`config.mk`:
```
export PLATFORM = sky130hd
export DESIGN_NAME = ext_cache_bridge
export DESIGN_NICKNAME = d
export VERILOG_FILES = /design/src/rtl/ext_cache_bridge_pkg.sv /design/src/rtl/ext_cache_bridge_fifo.sv /design/src/rtl/ext_cache_bridge.sv
export SDC_FILE = /design/constraint.sdc
export NUM_CORES = 1
export LEC_CHECK = 0
export ABC_CLOCK_PERIOD_IN_PS = 12200
export CORE_MARGIN = 2
export CORE_UTILIZATION = 40
export DETAILED_ROUTE_END_ITERATION = 8
export PLACE_DENSITY = 0.69
export SYNTH_ARGS = -nofsm -noshare
export SYNTH_HDL_FRONTEND = slang
export SYNTH_SLANG_ARGS = --single-unit
```
`constraint.sdc`:
```
create_clock -name CLK -period 12.2 [get_ports CLK]
set_clock_uncertainty 0.1 [all_clocks]
set_input_delay 1.83 -clock CLK [delete_from_list [all_inputs] [get_ports CLK]]
set_output_delay 1.83 -clock CLK [all_outputs]
set_load 0.02 [all_outputs]
```
`src/rtl/ext_cache_bridge_pkg.sv`:
```
// ext_cache_bridge shared types and helpers.
// Channel ID width and arg/out slice offsets.
package ext_cache_bridge_pkg;

   localparam int unsigned DEF_NCH  = 2;
   localparam int unsigned DEF_ID_W = (DEF_NCH > 1) ? $clog2(DEF_NCH) : 1;

   typedef logic [DEF_ID_W-1:0] chan_id_t;

   function automatic int unsigned id_width(input int unsigned nch);
      return (nch > 1) ? $clog2(nch) : 1;
   endfunction

   function automatic int unsigned arg_base(
      input int unsigned c,
      input int unsigned req_w
   );
      return c * (req_w + 2);
   endfunction

   function automatic int unsigned out_base(
      input int unsigned c,
      input int unsigned resp_w
   );
      return c * (resp_w + 2);
   endfunction

endpackage

```
`src/rtl/ext_cache_bridge_fifo.sv`:
```
// bridge_fifo: synchronous FIFO, async active-high reset.
// Push and pop in one cycle keep occupancy and order.
module bridge_fifo #(
   parameter int unsigned WIDTH = 8,
   parameter int unsigned DEPTH = 4
) (
   input  logic             clk,
   input  logic             rst,
   input  logic             push,
   input  logic [WIDTH-1:0] din,
   input  logic             pop,
   output logic [WIDTH-1:0] dout,
   output logic             full,
   output logic             empty
);

   localparam int unsigned AW = (DEPTH > 1) ? $clog2(DEPTH) : 1;
   localparam int unsigned CW = $clog2(DEPTH + 1);
   localparam logic [AW-1:0] LAST = AW'(DEPTH - 1);
   localparam logic [CW-1:0] FULL_CNT = CW'(DEPTH);

   logic [WIDTH-1:0] mem [DEPTH];
   logic [AW-1:0]    wr_ptr;
   logic [AW-1:0]    rd_ptr;
   logic [CW-1:0]    count;
   logic             do_push;
   logic             do_pop;

   assign full    = (count == FULL_CNT);
   assign empty   = (count == '0);
   assign do_pop  = pop && !empty;
   assign do_push = push && (!full || do_pop);
   assign dout    = mem[rd_ptr];

   // pointer and occupancy bookkeeping
   always_ff @(posedge clk or posedge rst) begin
      if (rst) begin
         wr_ptr <= '0;
         rd_ptr <= '0;
         count  <= '0;
      end else begin
         if (do_push)
            wr_ptr <= (wr_ptr == LAST) ? '0 : wr_ptr + AW'(1);
         if (do_pop)
            rd_ptr <= (rd_ptr == LAST) ? '0 : rd_ptr + AW'(1);
         unique case ({do_push, do_pop})
            2'b10:   count <= count + CW'(1);
            2'b01:   count <= count - CW'(1);
            default: count <= count;
         endcase
      end
   end

   // storage array, contents need no reset
   always_ff @(posedge clk) begin
      if (do_push)
         mem[wr_ptr] <= din;
   end

endmodule

```
`src/rtl/ext_cache_bridge.sv`:
```
// ext_cache_bridge: NCH Koika channels merged round-robin
// onto one cache port, responses steered back by ID FIFO.
module ext_cache_bridge
   import ext_cache_bridge_pkg::*;
#(
   parameter int unsigned NCH     = 2,
   parameter int unsigned REQ_W   = 70,
   parameter int unsigned RESP_W  = 52,
   parameter int unsigned DEPTH   = 4,
   parameter int unsigned MAX_OUT = 8
) (
   input  logic                       CLK,
   input  logic                       RST,
   input  logic [NCH*(REQ_W+2)-1:0]   arg,
   output logic [NCH*(RESP_W+2)-1:0]  out,
   output logic                       mem_put_valid,
   input  logic                       mem_put_ready,
   output logic [REQ_W-1:0]           mem_put_request,
   output logic                       mem_get_valid,
   input  logic                       mem_get_ready,
   input  logic [RESP_W-1:0]          mem_get_response
);

   localparam int unsigned IDW = id_width(NCH);
   localparam int unsigned CW  = $clog2(DEPTH + 1);
   localparam logic [CW-1:0] CRED_MAX = CW'(DEPTH);

   logic [NCH-1:0]    put_valid;
   logic [NCH-1:0]    get_valid;
   logic [NCH-1:0]    put_ready;
   logic [NCH-1:0]    get_ready;
   logic [NCH-1:0]    put_fire;
   logic [NCH-1:0]    get_fire;
   logic [REQ_W-1:0]  put_req [NCH];
   logic [REQ_W-1:0]  slot [NCH];
   logic [NCH-1:0]    slot_full;
   logic [CW-1:0]     cnt [NCH];
   logic [RESP_W-1:0] resp_head [NCH];
   logic [NCH-1:0]    resp_empty;
   logic [NCH-1:0]    resp_full;
   logic [NCH-1:0]    resp_push;
   logic [IDW-1:0]    last_grant;
   logic [IDW-1:0]    rr_pick;
   logic [IDW-1:0]    grant;
   logic [IDW-1:0]    hold_id;
   logic              hold_q;
   logic [IDW-1:0]    id_head;
   logic              id_full;
   logic              id_empty;
   logic              mem_put_fire;
   logic              mem_get_fire;

   for (genvar c = 0; c < NCH; c++) begin : g_ch
      localparam int unsigned AB = arg_base(c, REQ_W);
      localparam int unsigned OB = out_base(c, RESP_W);

      assign put_req[c]   = arg[AB +: REQ_W];
      assign put_valid[c] = arg[AB + REQ_W];
      assign get_valid[c] = arg[AB + REQ_W + 1];

      assign put_ready[c] = !RST && !slot_full[c]
                         && (cnt[c] < CRED_MAX);
      assign get_ready[c] = !RST && !resp_empty[c];
      assign put_fire[c]  = put_valid[c] && put_ready[c];
      assign get_fire[c]  = get_valid[c] && get_ready[c];
      assign resp_push[c] = mem_get_fire
                         && (id_head == IDW'(c));

      assign out[OB +: RESP_W]    = RST ? '0 : resp_head[c];
      assign out[OB + RESP_W]     = put_ready[c];
      assign out[OB + RESP_W + 1] = get_ready[c];

      bridge_fifo #(
         .WIDTH (RESP_W),
         .DEPTH (DEPTH)
      ) u_resp (
         .clk   (CLK),
         .rst   (RST),
         .push  (resp_push[c]),
         .din   (mem_get_response),
         .pop   (get_fire[c]),
         .dout  (resp_head[c]),
         .full  (resp_full[c]),
         .empty (resp_empty[c])
      );
   end

   // request slots: fill on channel put, drain on grant
   always_ff @(posedge CLK or posedge RST) begin
      if (RST) begin
         for (int i = 0; i < NCH; i++) begin
            slot_full[i] <= 1'b0;
            slot[i]      <= '0;
         end
      end else begin
         for (int i = 0; i < NCH; i++) begin
            if (put_fire[i]) begin
               slot_full[i] <= 1'b1;
               slot[i]      <= put_req[i];
            end else if (mem_put_fire
                      && grant == IDW'(i)) begin
               slot_full[i] <= 1'b0;
            end
         end
      end
   end

   // credits cover slot, in-flight and response FIFO
   always_ff @(posedge CLK or posedge RST) begin
      if (RST) begin
         for (int i = 0; i < NCH; i++)
            cnt[i] <= '0;
      end else begin
         for (int i = 0; i < NCH; i++) begin
            unique case ({put_fire[i], get_fire[i]})
               2'b10:   cnt[i] <= cnt[i] + CW'(1);
               2'b01:   cnt[i] <= cnt[i] - CW'(1);
               default: cnt[i] <= cnt[i];
            endcase
         end
      end
   end

   // round-robin search starting after last_grant
   always_comb begin
      logic        found;
      int unsigned k;
      found   = 1'b0;
      k       = 0;
      rr_pick = last_grant;
      for (int i = 1; i <= NCH; i++) begin
         k = (int'(last_grant) + i) % NCH;
         if (!found && slot_full[k]) begin
            rr_pick = IDW'(k);
            found   = 1'b1;
         end
      end
   end

   assign grant           = hold_q ? hold_id : rr_pick;
   assign mem_put_valid   = !RST && (|slot_full) && !id_full;
   assign mem_put_request = RST ? '0 : slot[grant];
   assign mem_put_fire    = mem_put_valid && mem_put_ready;
   assign mem_get_valid   = !RST && !id_empty
                         && !resp_full[id_head];
   assign mem_get_fire    = mem_get_valid && mem_get_ready;

   // freeze a stalled grant until the cache accepts it
   always_ff @(posedge CLK or posedge RST) begin
      if (RST) begin
         last_grant <= IDW'(NCH - 1);
         hold_q     <= 1'b0;
         hold_id    <= '0;
      end else if (mem_put_fire) begin
         last_grant <= grant;
         hold_q     <= 1'b0;
      end else if (mem_put_valid) begin
         hold_q     <= 1'b1;
         hold_id    <= grant;
      end
   end

   bridge_fifo #(
      .WIDTH (IDW),
      .DEPTH (MAX_OUT)
   ) u_id (
      .clk   (CLK),
      .rst   (RST),
      .push  (mem_put_fire),
      .din   (grant),
      .pop   (mem_get_fire),
      .dout  (id_head),
      .full  (id_full),
      .empty (id_empty)
   );

endmodule

```
==> flow_summary.rst, run 1 <==
.. list-table::
   :header-rows: 1

   * - Metric
     - Value
   * - Number of buffers inserted by hold repair at cts
     - 0
   * - Placed inst area
     - 0.0291 mm2
   * - Sum of overflow across all layers after global routing
     - 0
   * - Placement-stage worst setup slack
     - ~5.6 ns
   * - Number of setup buffers added after CTS
     - 0
   * - Max capacitance violation total
     - 0
   * - Combinational group share of total power
     - about a third
   * - Number of placement rows
     - 90
   * - Standard cell core area
     - 0.0606 mm2
   * - Relative slew slack
     - a little over a third
   * - Maximum level of the CTS H-tree
     - 2
   * - Total die area
     - roughly 0.064 mm2
   * - Number of nets produced by synthesis
     - just under 2000
   * - Delay contributed by the slowest stage of the critical path
     - 0.78 ns
   * - Detailed-route vias per instance
     - ~5.1
   * - Crit share post-route
     - a little over half
   * - Clk sink count
     - about 600
   * - Post-route insts no fill
     - a little under 3000
   * - Aggregate negative setup slack
     - 0 ns
   * - Reg-to-reg startpoint
     - u_id.rd_ptr[1]
   * - Average size of a mapped cell
     - 14.3 um2
   * - YS warnings
     - 0
   * - Total Wirelength
     - slightly above 60000 um
   * - Post-synth EDFFs
     - about 420
   * - Static leakage power
     - 11.6 nW
   * - Number of clock buffers inserted by TritonCTS
     - a little over 60
   * - Count of filler cells inserted in the layout
     - roughly 5100
   * - Peak fanout along the critical path
     - around 120
   * - Starting utilization of the core area
     - about 41%
   * - Crit path kind
     - in2out
   * - Number of optimization iterations in the first detailed-route pass
     - 5
   * - Power Density
     - 231 mW/mm2
   * - Area grow syn2layout
     - 26.1%
   * - Drt first-iter violations
     - between 900 and 1000
   * - Nets@finish
     - between 2000 and 2500
   * - Most used flip-flop cell after synthesis
     - sky130_fd_sc_hd__edfxtp_1
   * - Min-Delay Startpoint
     - cnt[2]
   * - Remaining antenna violation count
     - 0
   * - Clk pwr share
     - 25.2%
   * - Routed via count
     - ~15000
   * - Antenna violations before repair
     - 8
   * - Sort of element at the end of the critical path
     - output pin
   * - Power Internal
     - 4.75 mW
   * - Largest net degree at the start of global routing
     - approximately 130
   * - Final weighted congestion in routability-driven placement
     - 0.893
   * - Startpoint of the most critical setup path
     - RST
   * - Run status
     - finished clean
   * - Final std cell area, no fill
     - 0.0311 mm2
   * - Setup repair after global routing missed its margin
     - no
   * - Upper clock frequency limit
     - 155 MHz
   * - Fraction of power spent switching nets
     - roughly 34%
   * - Cell type of the slowest stage on the worst timing path
     - sky130_fd_sc_hd__buf_4
   * - Worst path cell trace
     - buf_2 -> buf_4 -> inv_8 -> buf_4 -> and2_1 -> clkdlybuf4s50_1
   * - Most frequent cell on the critical path
     - sky130_fd_sc_hd__buf_4
   * - Path category of the worst min-delay check
     - reg2reg
   * - Count of boundary I/O pins
     - 380
   * - Total count of hold-check failures in the final report
     - 0
   * - Total of buffers placed on input and output ports
     - roughly 380
   * - Peak ir drop on the vdd network
     - between 0.0001 and 0.00015 V
   * - Clock tree from TritonCTS
     - yes
   * - Maximum buffer depth of the clock tree
     - 3
   * - Number of instances in the synthesized netlist
     - about 1700
   * - Die Span Y
     - 252 um
   * - Total instance count after detailed placement
     - approximately 2800
   * - Share of total power in sequential cells
     - between 30% and 40%
   * - Max Slew Vio Count
     - 0
   * - Finished Core Util
     - between 50% and 60%
   * - CP required
     - about 10 ns
   * - Count of cell types in the netlist
     - 60
   * - Total global-route track usage
     - 19.3%
   * - Fraction of registers with async set/reset
     - 29.2%
   * - Sw power
     - 2.42 mW
   * - Total setup violations reported at the end of the flow
     - 0
   * - Register clock-pin slew on the reported worst setup and hold paths
     - roughly 0.060 ns
   * - Number of buffers and inverters on the critical path
     - 5
   * - Final critical path time including I/O delays and setup
     - roughly 6.5 ns
   * - Quantity of gates resized following cts
     - 0
   * - Worst-case setup margin in the final layout
     - between 5 and 6 ns
   * - Chip Width
     - about 250 um
   * - Clock latency of the later-clocked register in the worst-skew pair
     - 0.63 ns
   * - Flip-flop and latch count after synthesis
     - approximately 600
   * - Arrival time of data at the critical path endpoint
     - between 4 and 5 ns
   * - Pin slew with the least headroom to its limit
     - around 0.97 ns
   * - Register area share after synthesis
     - between 60% and 70%
   * - Vias in the first global route
     - 15600
   * - Proportion of layout cells with a drive suffix above 1
     - 12.6%
   * - DRC errors left
     - 0
   * - Cell Area, Synth
     - 0.0246 mm2
   * - Detailed placer's ending HPWL
     - ~38000 um
   * - Buffer type at the clock tree root
     - sky130_fd_sc_hd__clkbuf_16
   * - Global-route wire length before repair
     - 93100 um
   * - Cell family contributing the most delay on the critical path
     - buffers and inverters
   * - Setup crit start kind
     - primary input
   * - Drt wl/cell
     - ~21 um
-- area by class of cell --
cell class	count	area, um2	area share (%)
Multi-Input combinational cell	1010	6950	22.4
Timing Repair Buffer	399	3940	12.7
Inverter	22	92.6	0.298
Tap cell	782	978	3.15
Sequential cell	599	17100	55.1
Clock inverter	32	309	0.995
Antenna cell	4	10.0	0.0322
Clock buffer	81	1670	5.36
-- state kept, by name, summed over array words and instances (netlist names), 4 cells and up --
signal and cells:
u_id.count 4, g_ch.u_resp.rd_ptr 4, g_ch.u_resp.mem 416, cnt 6, g_ch.u_resp.wr_ptr 4, slot 140, g_ch.u_resp.count 6, u_id.mem 8
-- path summary, 6_finish.rpt --
path                                                  end  slack, ns  depth (start not counted)
min in group asynchronous                        slot[71]       1.44                          3
worst min register to register                     cnt[2]       0.37                          1
worst max register to register  g_ch[0].u_resp.mem[2][25]       8.89                          5
worst min-delay path                               cnt[2]       0.37                          1
max in group asynchronous        g_ch[1].u_resp.rd_ptr[0]       9.06                          4
worst max-delay path                              out[97]       5.74                          6
-- cell usage in the layout (no fill, tap or decap), types with 5 or more instances in the layout --
cell type / instances
sky130_fd_sc_hd__clkbuf_1: 14
sky130_fd_sc_hd__xor2_1: 12
sky130_fd_sc_hd__ha_1: 21
sky130_fd_sc_hd__nor2_1: 13
sky130_fd_sc_hd__clkinv_1: 7
sky130_fd_sc_hd__mux4_2: 104
sky130_fd_sc_hd__clkdlybuf4s50_1: 378
sky130_fd_sc_hd__dfrtp_1: 170
sky130_fd_sc_hd__clkbuf_16: 62
sky130_fd_sc_hd__nand2b_1: 5
sky130_fd_sc_hd__o21ai_0: 6
sky130_fd_sc_hd__nor3_1: 7
sky130_fd_sc_hd__mux2_2: 12
sky130_fd_sc_hd__a21oi_1: 73
sky130_fd_sc_hd__buf_4: 20
sky130_fd_sc_hd__edfxtp_1: 424
sky130_fd_sc_hd__nand2_1: 571
sky130_fd_sc_hd__o211ai_1: 8
sky130_fd_sc_hd__clkinv_2: 13
sky130_fd_sc_hd__xnor2_1: 5
sky130_fd_sc_hd__inv_1: 18
sky130_fd_sc_hd__and2_1: 108
-- cells in the mapped netlist, types with 2 or more instances --
cell                       count  area share (%)
sky130_fd_sc_hd__nor3b_1       4            0.12
sky130_fd_sc_hd__nor2b_1       4            0.10
sky130_fd_sc_hd__and4_1        2           0.071
sky130_fd_sc_hd__buf_2        34            0.69
sky130_fd_sc_hd__fa_1          4            0.32
sky130_fd_sc_hd__dfrtp_1     174              18
sky130_fd_sc_hd__o211ai_1      8            0.24
sky130_fd_sc_hd__mux4_2      104             9.5
sky130_fd_sc_hd__nand2_1     571             8.7
sky130_fd_sc_hd__xor2_1       12            0.43
sky130_fd_sc_hd__and2_1      110             2.8
sky130_fd_sc_hd__and2_2        4            0.12
sky130_fd_sc_hd__mux2i_1       4            0.16
sky130_fd_sc_hd__or2_2         2           0.051
sky130_fd_sc_hd__nand2b_1      5            0.13
sky130_fd_sc_hd__a21oi_1      73             1.5
sky130_fd_sc_hd__mux2_2       12            0.55
sky130_fd_sc_hd__nor2_1       13            0.20
sky130_fd_sc_hd__ha_1         21             1.1
sky130_fd_sc_hd__xnor2_1       5            0.18
sky130_fd_sc_hd__buf_4         2           0.061
sky130_fd_sc_hd__inv_1        19            0.29
sky130_fd_sc_hd__o22ai_1       2           0.051
sky130_fd_sc_hd__nor3_2        2           0.081
sky130_fd_sc_hd__inv_2         2           0.030
sky130_fd_sc_hd__or3b_2        2           0.071
sky130_fd_sc_hd__buf_6        15            0.69
sky130_fd_sc_hd__o31a_1        2           0.071
sky130_fd_sc_hd__edfxtp_1    424              52
sky130_fd_sc_hd__nor3_1        7            0.14
sky130_fd_sc_hd__o21ai_0       6            0.12
sky130_fd_sc_hd__mux2_4        2            0.12
sky130_fd_sc_hd__and3_1        5            0.13
sky130_fd_sc_hd__clkbuf_1     39            0.59
-- worst register-to-register path, cell delays in order, from the launching register on --
cell and delay, ns:
sky130_fd_sc_hd__dfrtp_1 0.52, sky130_fd_sc_hd__mux2_1 0.39, sky130_fd_sc_hd__o22a_2 0.32, sky130_fd_sc_hd__a21oi_4 0.28, sky130_fd_sc_hd__and2_2 0.62, sky130_fd_sc_hd__buf_4 0.63
-- metal layers --
layer  GRT usage (%)  share of wire (%)  vias to the layer above
met5               0              0.078                        -
met4            4.68                2.1                        8
met3            5.65                8.4                       95
met2            31.9                 49                      519
met1            25.3                 41                     7593
li1                -                  -                     6828
-- through the flow --
stage | power [mW] | hold slack (ns)
final | 7.17 | 0.368
after global routing | 7.57 | 0.394
after CTS | 7.25 | 0.371
after detailed placement | 5.42 | 0.360
after global placement | 5.37 | 0.357
after floorplan | 4.47 | 0.343
-- cell families after synthesis --
| family | count (synthesis) | share of synthesized area, % |
|---|---|---|
| mux | 123 | 10.4 |
| flops | 599 | 69.4 |
| fa+ha+maj | 25 | 1.39 |
| xor+xnor | 17 | 0.604 |
| simple gates | 743 | 13.3 |
| compound gates | 102 | 2.53 |
| buf+inv | 112 | 2.38 |
-- power by group through the flow --
stage	combinational, mW	sequential, mW	clock, mW
after global routing	2.73	2.91	1.94
after floorplan	1.70	2.78	0
after CTS	2.54	2.86	1.85
final	2.50	2.86	1.81
after global placement	2.50	2.88	0
after detailed placement	2.53	2.90	0
(Power assumes the default switching activity.)
==> inputs of run 2 (changes only) <==
--- a/config.mk
+++ b/config.mk
@@ -5,7 +5,7 @@
 export SDC_FILE = /design/constraint.sdc
 export NUM_CORES = 1
 export LEC_CHECK = 0
-export ABC_CLOCK_PERIOD_IN_PS = 12200
+export ABC_CLOCK_PERIOD_IN_PS = 6200
 export CORE_MARGIN = 2
 export CORE_UTILIZATION = 40
 export DETAILED_ROUTE_END_ITERATION = 8
==> constraint.sdc (replaced) <==
create_clock -name CLK -period 6.2 [get_ports CLK]
set_clock_uncertainty 0.1 [all_clocks]
set_input_delay 0.93 -clock CLK [delete_from_list [all_inputs] [get_ports CLK]]
set_output_delay 0.93 -clock CLK [all_outputs]
set_load 0.02 [all_outputs]
==> run 2 against run 1 <==
Net effect:
- wire length decreased by 1.2%
- critical path depth unchanged
- register-to-register slack got worse by 5.9 ns
- via count increased by 0.20%
- combinational power increased by 90%
- final cell count decreased by 0.10%
- setup slack got worse by 4.0 ns
- sequential cell count unchanged
- first-iteration DRC count increased by 15%
==> flow_summary.rst, run 2 (same netlist as run 1, synthesis figures left out) <==
.. list-table::
   :header-rows: 1

   * - Metric
     - Value
   * - Aggregate negative setup slack
     - 0 ns (unchanged)
   * - Power Density
     - 456 mW/mm2 (+97%)
   * - Path category of the worst min-delay check
     - reg2reg
   * - Final weighted congestion in routability-driven placement
     - 0.825 (-7.6%)
   * - Max reg flops
     - 416 (unchanged)
   * - Largest registers in the final layout
     - g_ch.u_resp.mem x416, slot x140, u_id.mem x8
   * - Largest register by flop count
     - g_ch.u_resp.mem
   * - Setup crit start kind
     - flop
   * - Starting utilization of the core area
     - 40.7% (unchanged)
   * - Sum of overflow across all layers after global routing
     - 0 (unchanged)
   * - Peak ir drop on the vdd network
     - 0.000411 V (+190%)
   * - Maximum level of the CTS H-tree
     - 2 (unchanged)
   * - Multi-input gate area
     - 0.00695 mm2 (about the same)
   * - Clock tree from TritonCTS
     - yes
   * - Number of buffers inserted by hold repair at cts
     - 0 (unchanged)
   * - Relative slew slack
     - 28.8% (-6.2 points)
   * - Detailed placer's ending HPWL
     - 39600 um (+3.4%)
   * - Total global-route track usage
     - 19.0% (-0.32 points)
   * - Quantity of gates resized following cts
     - 0 (unchanged)
   * - Run status
     - finished clean
   * - Standard cell core area
     - 0.0606 mm2 (unchanged)
   * - Buffer type at the clock tree root
     - sky130_fd_sc_hd__clkbuf_16
   * - DRC errors left
     - 0 (unchanged)
   * - Global-route wire length before repair
     - 92300 um (-0.85%)
   * - Area grow syn2layout
     - 26.3%
   * - Upper clock frequency limit
     - 222 MHz
   * - Final std cell area, no fill
     - 0.0311 mm2 (+0.19%)
   * - Final critical path time including I/O delays and setup
     - 4.50 ns
   * - Total count of hold-check failures in the final report
     - 0 (unchanged)
   * - Count of filler cells inserted in the layout
     - 5043 (-1.6%)
   * - Proportion of layout cells with a drive suffix above 1
     - 12.8% (+0.20 points)
   * - Worst Hold Margin
     - 0.367 ns (-0.00158 ns)
   * - Chip Width
     - 252 um (unchanged)
   * - Number of setup buffers added after CTS
     - 0 (unchanged)
   * - Pin slew with the least headroom to its limit
     - 1.07 ns (+0.0934 ns)
   * - Drt first-iter violations
     - 1134 (+15%)
   * - Combinational group share of total power
     - 33.4% (-1.5 points)
   * - Share of total power in sequential cells
     - 40.6% (+0.7 points)
   * - Most frequent cells in the layout
     - 571 x sky130_fd_sc_hd__nand2_1, 424 x sky130_fd_sc_hd__edfxtp_1, 378 x sky130_fd_sc_hd__clkdlybuf4s50_1
   * - Max capacitance violation total
     - 0 (unchanged)
   * - Arrival time of data at the critical path endpoint
     - 3.47 ns (-1.06 ns)
   * - Static leakage power
     - 11.6 nW (+0.24%)
   * - Total Wirelength
     - 61000 um (-1.2%)
   * - Crit path kind
     - reg2out
   * - Register clock-pin slew on the reported worst setup and hold paths
     - 0.06 ns (about the same)
   * - Remaining antenna violation count
     - 0 (unchanged)
   * - Clk pwr share
     - 26.0% (+0.8 points)
   * - Setup repair after global routing missed its margin
     - no
   * - Maximum buffer depth of the clock tree
     - 3 (unchanged)
   * - Nets@finish
     - 2316 (-0.086%)
   * - Antenna violations before repair
     - 11 (+3)
   * - Sort of element at the end of the critical path
     - output pin
   * - Sw power
     - 4.78 mW (+97%)
   * - Total of buffers placed on input and output ports
     - 379 (unchanged)
   * - Number of clock buffers inserted by TritonCTS
     - 60 (-1.6%)
   * - Drt wl/cell
     - 20.9 um (-1.1%)
   * - Max Slew Vio Count
     - 0 (unchanged)
   * - Largest net degree at the start of global routing
     - 142 (+14%)
   * - Clk sink count
     - 599 (unchanged)
   * - Total setup violations reported at the end of the flow
     - 0 (unchanged)
   * - Clock latency of the later-clocked register in the worst-skew pair
     - 0.65 ns (+0.02 ns)
   * - Total die area
     - 0.0636 mm2 (unchanged)
   * - Count of boundary I/O pins
     - 380 (unchanged)
   * - Combined flip-flop and latch cell area
     - 0.0171 mm2 (unchanged)
   * - Number of optimization iterations in the first detailed-route pass
     - 5 (unchanged)
   * - Crit share post-route
     - 72.5%
   * - Detailed-route vias per instance
     - 5.15 (+0.30%)
   * - Routed via count
     - 15100 (+0.20%)
   * - Placed inst area
     - 0.0291 mm2 (about the same)
   * - Commonest non-fill, non-tap cell in the layout
     - sky130_fd_sc_hd__nand2_1
   * - Peak fanout along the critical path
     - 72 (-42%)
   * - CP required
     - 5.17 ns (-5.10 ns)
   * - Number of placement rows
     - 90 (unchanged)
   * - Power Internal
     - 9.40 mW (+98%)
   * - Die Span Y
     - 252 um (unchanged)
   * - Fraction of power spent switching nets
     - 33.7% (-0.085 points)
   * - Vias in the first global route
     - 15400 (-0.87%)
==> run 2: changes by cell type in the layout (fill, tap and decap cells not counted), sizes merged <==
cell,change
buf,-1
bufinv,+3
clkbuf,-8
clkinv,+3
clkinvlp,+1
inv,-1
==> run 2: cell type report <==
class	instances	share of cell area (%)
Antenna cell	4	0.0322
Clock buffer	73	5.14
Clock inverter	38	1.39
Inverter	22	0.297
Multi-Input combinational cell	1010	22.3
Sequential cell	599	55.0
Tap cell	782	3.14
Timing Repair Buffer	398	12.7
==> run 2: metrics by stage <==
step           worst slack, ns  std cells  utilization [%]  power (mW)
2_1_floorplan             1.04       1721                -        8.80
3_3_place_gp              2.26       2811             48.0        10.5
3_5_place_dp              2.19       2811             48.0        10.6
4_1_cts                   1.65       2922             51.4        14.3
5_1_grt                   1.53       2925             51.4        15.0
6_report                  1.70       2926             51.4        14.2
==> run 2: power by group through the flow <==
stage,Combinational [mW],Clock [mW],Sequential (mW)
2_1_floorplan,3.34,0,5.47
3_3_place_gp,4.69,0,5.80
3_5_place_dp,4.75,0,5.84
4_1_cts,4.78,3.77,5.77
5_1_grt,5.14,3.93,5.88
6_report,4.74,3.69,5.76
==> run 2: critical path, cell delays in order (launching register included) <==
cell and delay (ns):
sky130_fd_sc_hd__dfstp_2 0.54, sky130_fd_sc_hd__nor2b_1 0.06, sky130_fd_sc_hd__o31ai_4 0.23, sky130_fd_sc_hd__buf_4 0.67, sky130_fd_sc_hd__nand2_1 0.12, sky130_fd_sc_hd__a21oi_1 0.40
sky130_fd_sc_hd__clkdlybuf4s50_1 0.69
==> run 2: final timing paths <==
kind,depth (start not counted),slack (ns),startpoint,endpoint
worst max-delay path,6,1.70,last_grant,mem_put_request[34]
worst min-delay path,1,0.37,cnt[2],cnt[2]
worst max register to register,5,2.99,u_id.rd_ptr[1],g_ch[0].u_resp.mem[3][45]
worst min register to register,1,0.37,cnt[2],cnt[2]
max in group asynchronous,3,4.28,RST,slot[83]
min in group asynchronous,2,0.46,RST,u_id.rd_ptr[2]
==> run 2: metal layers <==
layer,share of wire [%],up-vias,global-route usage [%]
met5,0.17,-,0
met4,2.1,14,4.65
met3,8.0,105,4.85
met2,49,584,31.4
met1,41,7543,25.3
li1,-,6827,-
==> inputs of run 3 (changes only) <==
--- a/config.mk
+++ b/config.mk
@@ -5,11 +5,11 @@
 export SDC_FILE = /design/constraint.sdc
 export NUM_CORES = 1
 export LEC_CHECK = 0
-export ABC_CLOCK_PERIOD_IN_PS = 6200
+export ABC_CLOCK_PERIOD_IN_PS = 4000
 export CORE_MARGIN = 2
 export CORE_UTILIZATION = 40
 export DETAILED_ROUTE_END_ITERATION = 8
-export PLACE_DENSITY = 0.69
+export PLACE_DENSITY = 0.72
 export SYNTH_ARGS = -nofsm -noshare
 export SYNTH_HDL_FRONTEND = slang
 export SYNTH_SLANG_ARGS = --single-unit
==> constraint.sdc (replaced) <==
create_clock -name CLK -period 4 [get_ports CLK]
set_clock_uncertainty 0.1 [all_clocks]
set_input_delay 0.6 -clock CLK [delete_from_list [all_inputs] [get_ports CLK]]
set_output_delay 0.6 -clock CLK [all_outputs]
set_load 0.02 [all_outputs]
==> run 3 against run 2 <==
Net effect:
- first-iteration DRC count shrank 13%
- die area unchanged
- via count up 2.0%
- highest routed layer unchanged
- clock power up 55%
==> flow_summary.rst, run 3 (same netlist as run 1, synthesis figures left out) <==
.. list-table::
   :header-rows: 1

   * - Metric
     - Value
   * - Run status
     - finished clean
   * - Max Slew Vio Count
     - 0 (unchanged)
   * - Total die area
     - 0.0636 mm2 (unchanged)
   * - Maximum level of the CTS H-tree
     - 2 (unchanged)
   * - Setup crit start kind
     - flop
   * - Detailed-route vias per instance
     - 5.22 (+1.4%)
   * - Total Wirelength
     - 62200 um (+1.9%)
   * - Proportion of layout cells with a drive suffix above 1
     - 13.2% (+0.42 points)
   * - Power Density
     - 704 mW/mm2 (+55%)
   * - DRC errors left
     - 0 (unchanged)
   * - Sort of element at the end of the critical path
     - output pin
   * - Final weighted congestion in routability-driven placement
     - 0.858 (+4.0%)
   * - Total count of hold-check failures in the final report
     - 0 (unchanged)
   * - Register clock-pin slew on the reported worst setup and hold paths
     - 0.06 ns (about the same)
   * - CP required
     - 3.30 ns (-1.87 ns)
   * - Total global-route track usage
     - 19.4% (+0.37 points)
   * - Number of clock buffers inserted by TritonCTS
     - 60 (unchanged)
   * - Worst path cell trace
     - nor2b_1 -> o31ai_4 -> inv_6 -> nand2_1 -> a21oi_1 -> clkdlybuf4s50_1
   * - Detailed placer's ending HPWL
     - 38700 um (-2.2%)
   * - Number of placement rows
     - 90 (unchanged)
   * - Power Internal
     - 14.7 mW (+57%)
   * - Startpoint of the most critical setup path
     - last_grant
   * - Largest registers in the final layout
     - g_ch.u_resp.mem x416, slot x140, u_id.mem x8
   * - Max capacitance violation total
     - 0 (unchanged)
   * - Largest net degree at the start of global routing
     - 113 (-20%)
   * - Cell type of the slowest stage on the worst timing path
     - sky130_fd_sc_hd__clkdlybuf4s50_1
   * - Crit path kind
     - reg2out
   * - Clk sink count
     - 599 (unchanged)
   * - Share of total power in sequential cells
     - 39.5% (-1.1 points)
   * - Total setup violations reported at the end of the flow
     - 0 (unchanged)
   * - Drt wl/cell
     - 21.1 um (+1.3%)
   * - Sum of overflow across all layers after global routing
     - 0 (unchanged)
   * - Reg-to-reg startpoint
     - g_ch[1].u_resp.count[0]
   * - Number of setup buffers added after CTS
     - 0 (unchanged)
   * - Combinational group share of total power
     - 34.6% (+1.2 points)
   * - Vias in the first global route
     - 15800 (+2.4%)
   * - Buffer type at the clock tree root
     - sky130_fd_sc_hd__clkbuf_16
   * - Finished Core Util
     - 51.8% (+0.42 points)
   * - Remaining antenna violation count
     - 0 (unchanged)
   * - Most frequent cells in the layout
     - 571 x sky130_fd_sc_hd__nand2_1, 424 x sky130_fd_sc_hd__edfxtp_1, 378 x sky130_fd_sc_hd__clkdlybuf4s50_1
   * - Standard cell core area
     - 0.0606 mm2 (unchanged)
   * - Peak ir drop on the vdd network
     - 0.000500 V (+22%)
   * - Area grow syn2layout
     - 27.4%
   * - Starting utilization of the core area
     - 40.7% (unchanged)
   * - Setup repair after global routing missed its margin
     - no
   * - Crit share post-route
     - 95.4%
   * - Delay contributed by the slowest stage of the critical path
     - 0.68 ns (about the same)
   * - Nets@finish
     - 2328 (+0.52%)
   * - Clock tree from TritonCTS
     - yes
   * - Routed via count
     - 15400 (+2.0%)
   * - Fraction of power spent switching nets
     - 33.4% (-0.33 points)
   * - Clock latency of the later-clocked register in the worst-skew pair
     - 0.62 ns (-0.03 ns)
   * - Die Span Y
     - 252 um (unchanged)
   * - Largest register by flop count
     - g_ch.u_resp.mem
   * - Clk pwr share
     - 25.9% (about the same)
   * - Number of buffers and inverters on the critical path
     - 2 (unchanged)
   * - Global-route wire length before repair
     - 94100 um (+1.9%)
   * - Pin slew with the least headroom to its limit
     - 0.895 ns (-0.173 ns)
   * - Drt first-iter violations
     - 991 (-13%)
   * - Upper clock frequency limit
     - roughly 260 MHz
   * - Peak fanout along the critical path
     - 80 (+11%)
   * - Final critical path time including I/O delays and setup
     - about 3.8 ns
   * - Commonest non-fill, non-tap cell in the layout
     - sky130_fd_sc_hd__nand2_1
   * - Static leakage power
     - 11.7 nW (+0.69%)
   * - Chip Width
     - 252 um (unchanged)
   * - Sw power
     - 7.38 mW (+54%)
   * - Path category of the worst min-delay check
     - in2async
   * - Relative slew slack
     - 40.3% (+12 points)
   * - Antenna violations before repair
     - 11 (unchanged)
   * - Total of buffers placed on input and output ports
     - 379 (unchanged)
   * - Number of optimization iterations in the first detailed-route pass
     - 5 (unchanged)
   * - Count of boundary I/O pins
     - 380 (unchanged)
   * - Arrival time of data at the critical path endpoint
     - 3.12 ns (-0.35 ns)
   * - Cell family contributing the most delay on the critical path
     - buffers and inverters
   * - Aggregate negative setup slack
     - 0 ns (unchanged)
   * - Max reg flops
     - 416 (unchanged)
   * - Maximum buffer depth of the clock tree
     - 3 (unchanged)
run 3: final timing paths:
check                                      endpoint  slack [ns]  cells after the start
setup / recovery                mem_put_request[32]        0.18                      6
hold / removal             g_ch[1].u_resp.rd_ptr[0]        0.11                      2
setup reg to reg                      u_id.count[2]        1.00                     11
hold reg to reg                              cnt[3]        0.37                      1
max in group asynchronous                  slot[13]        1.83                      4
min in group CLK                             cnt[3]        0.37                      1
run 3: timing repair:
action,in CTS,in global routing
hold buffers,0,0
resized for setup,0,1
endpoints found under the setup margin,0,37
run 3: power by group through the flow:
| stage | Combinational, mW | Sequential [mW] | Clock (mW) |
|---|---|---|---|
| global placement | 7.56 | 8.79 | 0 |
| finish | 7.64 | 8.73 | 5.73 |
| global route | 8.29 | 8.88 | 6.12 |
| CTS | 7.73 | 8.74 | 5.86 |
| detailed placement | 7.69 | 8.85 | 0 |
| floorplan | 5.17 | 8.47 | 0 |
run 3: stage by stage:
| stage | hold slack, ns | instances | cell area [um2] | total power [mW] | worst slack [ns] |
|---|---|---|---|---|---|
| after floorplan | 0.343 | 1721 | 24600 | 13.6 | 0.615 |
| final | 0.105 | 2944 | 31400 | 22.1 | 0.183 |
| after global placement | 0.357 | 2823 | 29300 | 16.3 | 0.700 |
| after detailed placement | 0.362 | 2823 | 29300 | 16.5 | 0.682 |
| after CTS | 0.132 | 2937 | 31400 | 22.3 | 0.0158 |
| after global routing | 0.114 | 2940 | 31400 | 23.3 | 0.0417 |
run 3: layout make-up:
| class | count | area, um2 |
|---|---|---|
| Antenna cell | 7 | 17.5 |
| Sequential cell | 599 | 17100 |
| Inverter | 22 | 95.1 |
| Fill cell | 4989 | 29200 |
| Timing Repair Buffer | 410 | 4170 |
| Clock buffer | 71 | 1560 |
| Clock inverter | 43 | 487 |
| Tap cell | 782 | 978 |
| Multi-Input combinational cell | 1010 | 6950 |
run 3: routing by layer:
layer,track usage (%),wire length [um],up-vias
met5,0,101,-
met4,4.46,987,14
met3,5.55,5500,81
met2,32.3,30900,573
met1,25.3,24700,7853
li1,-,-,6852
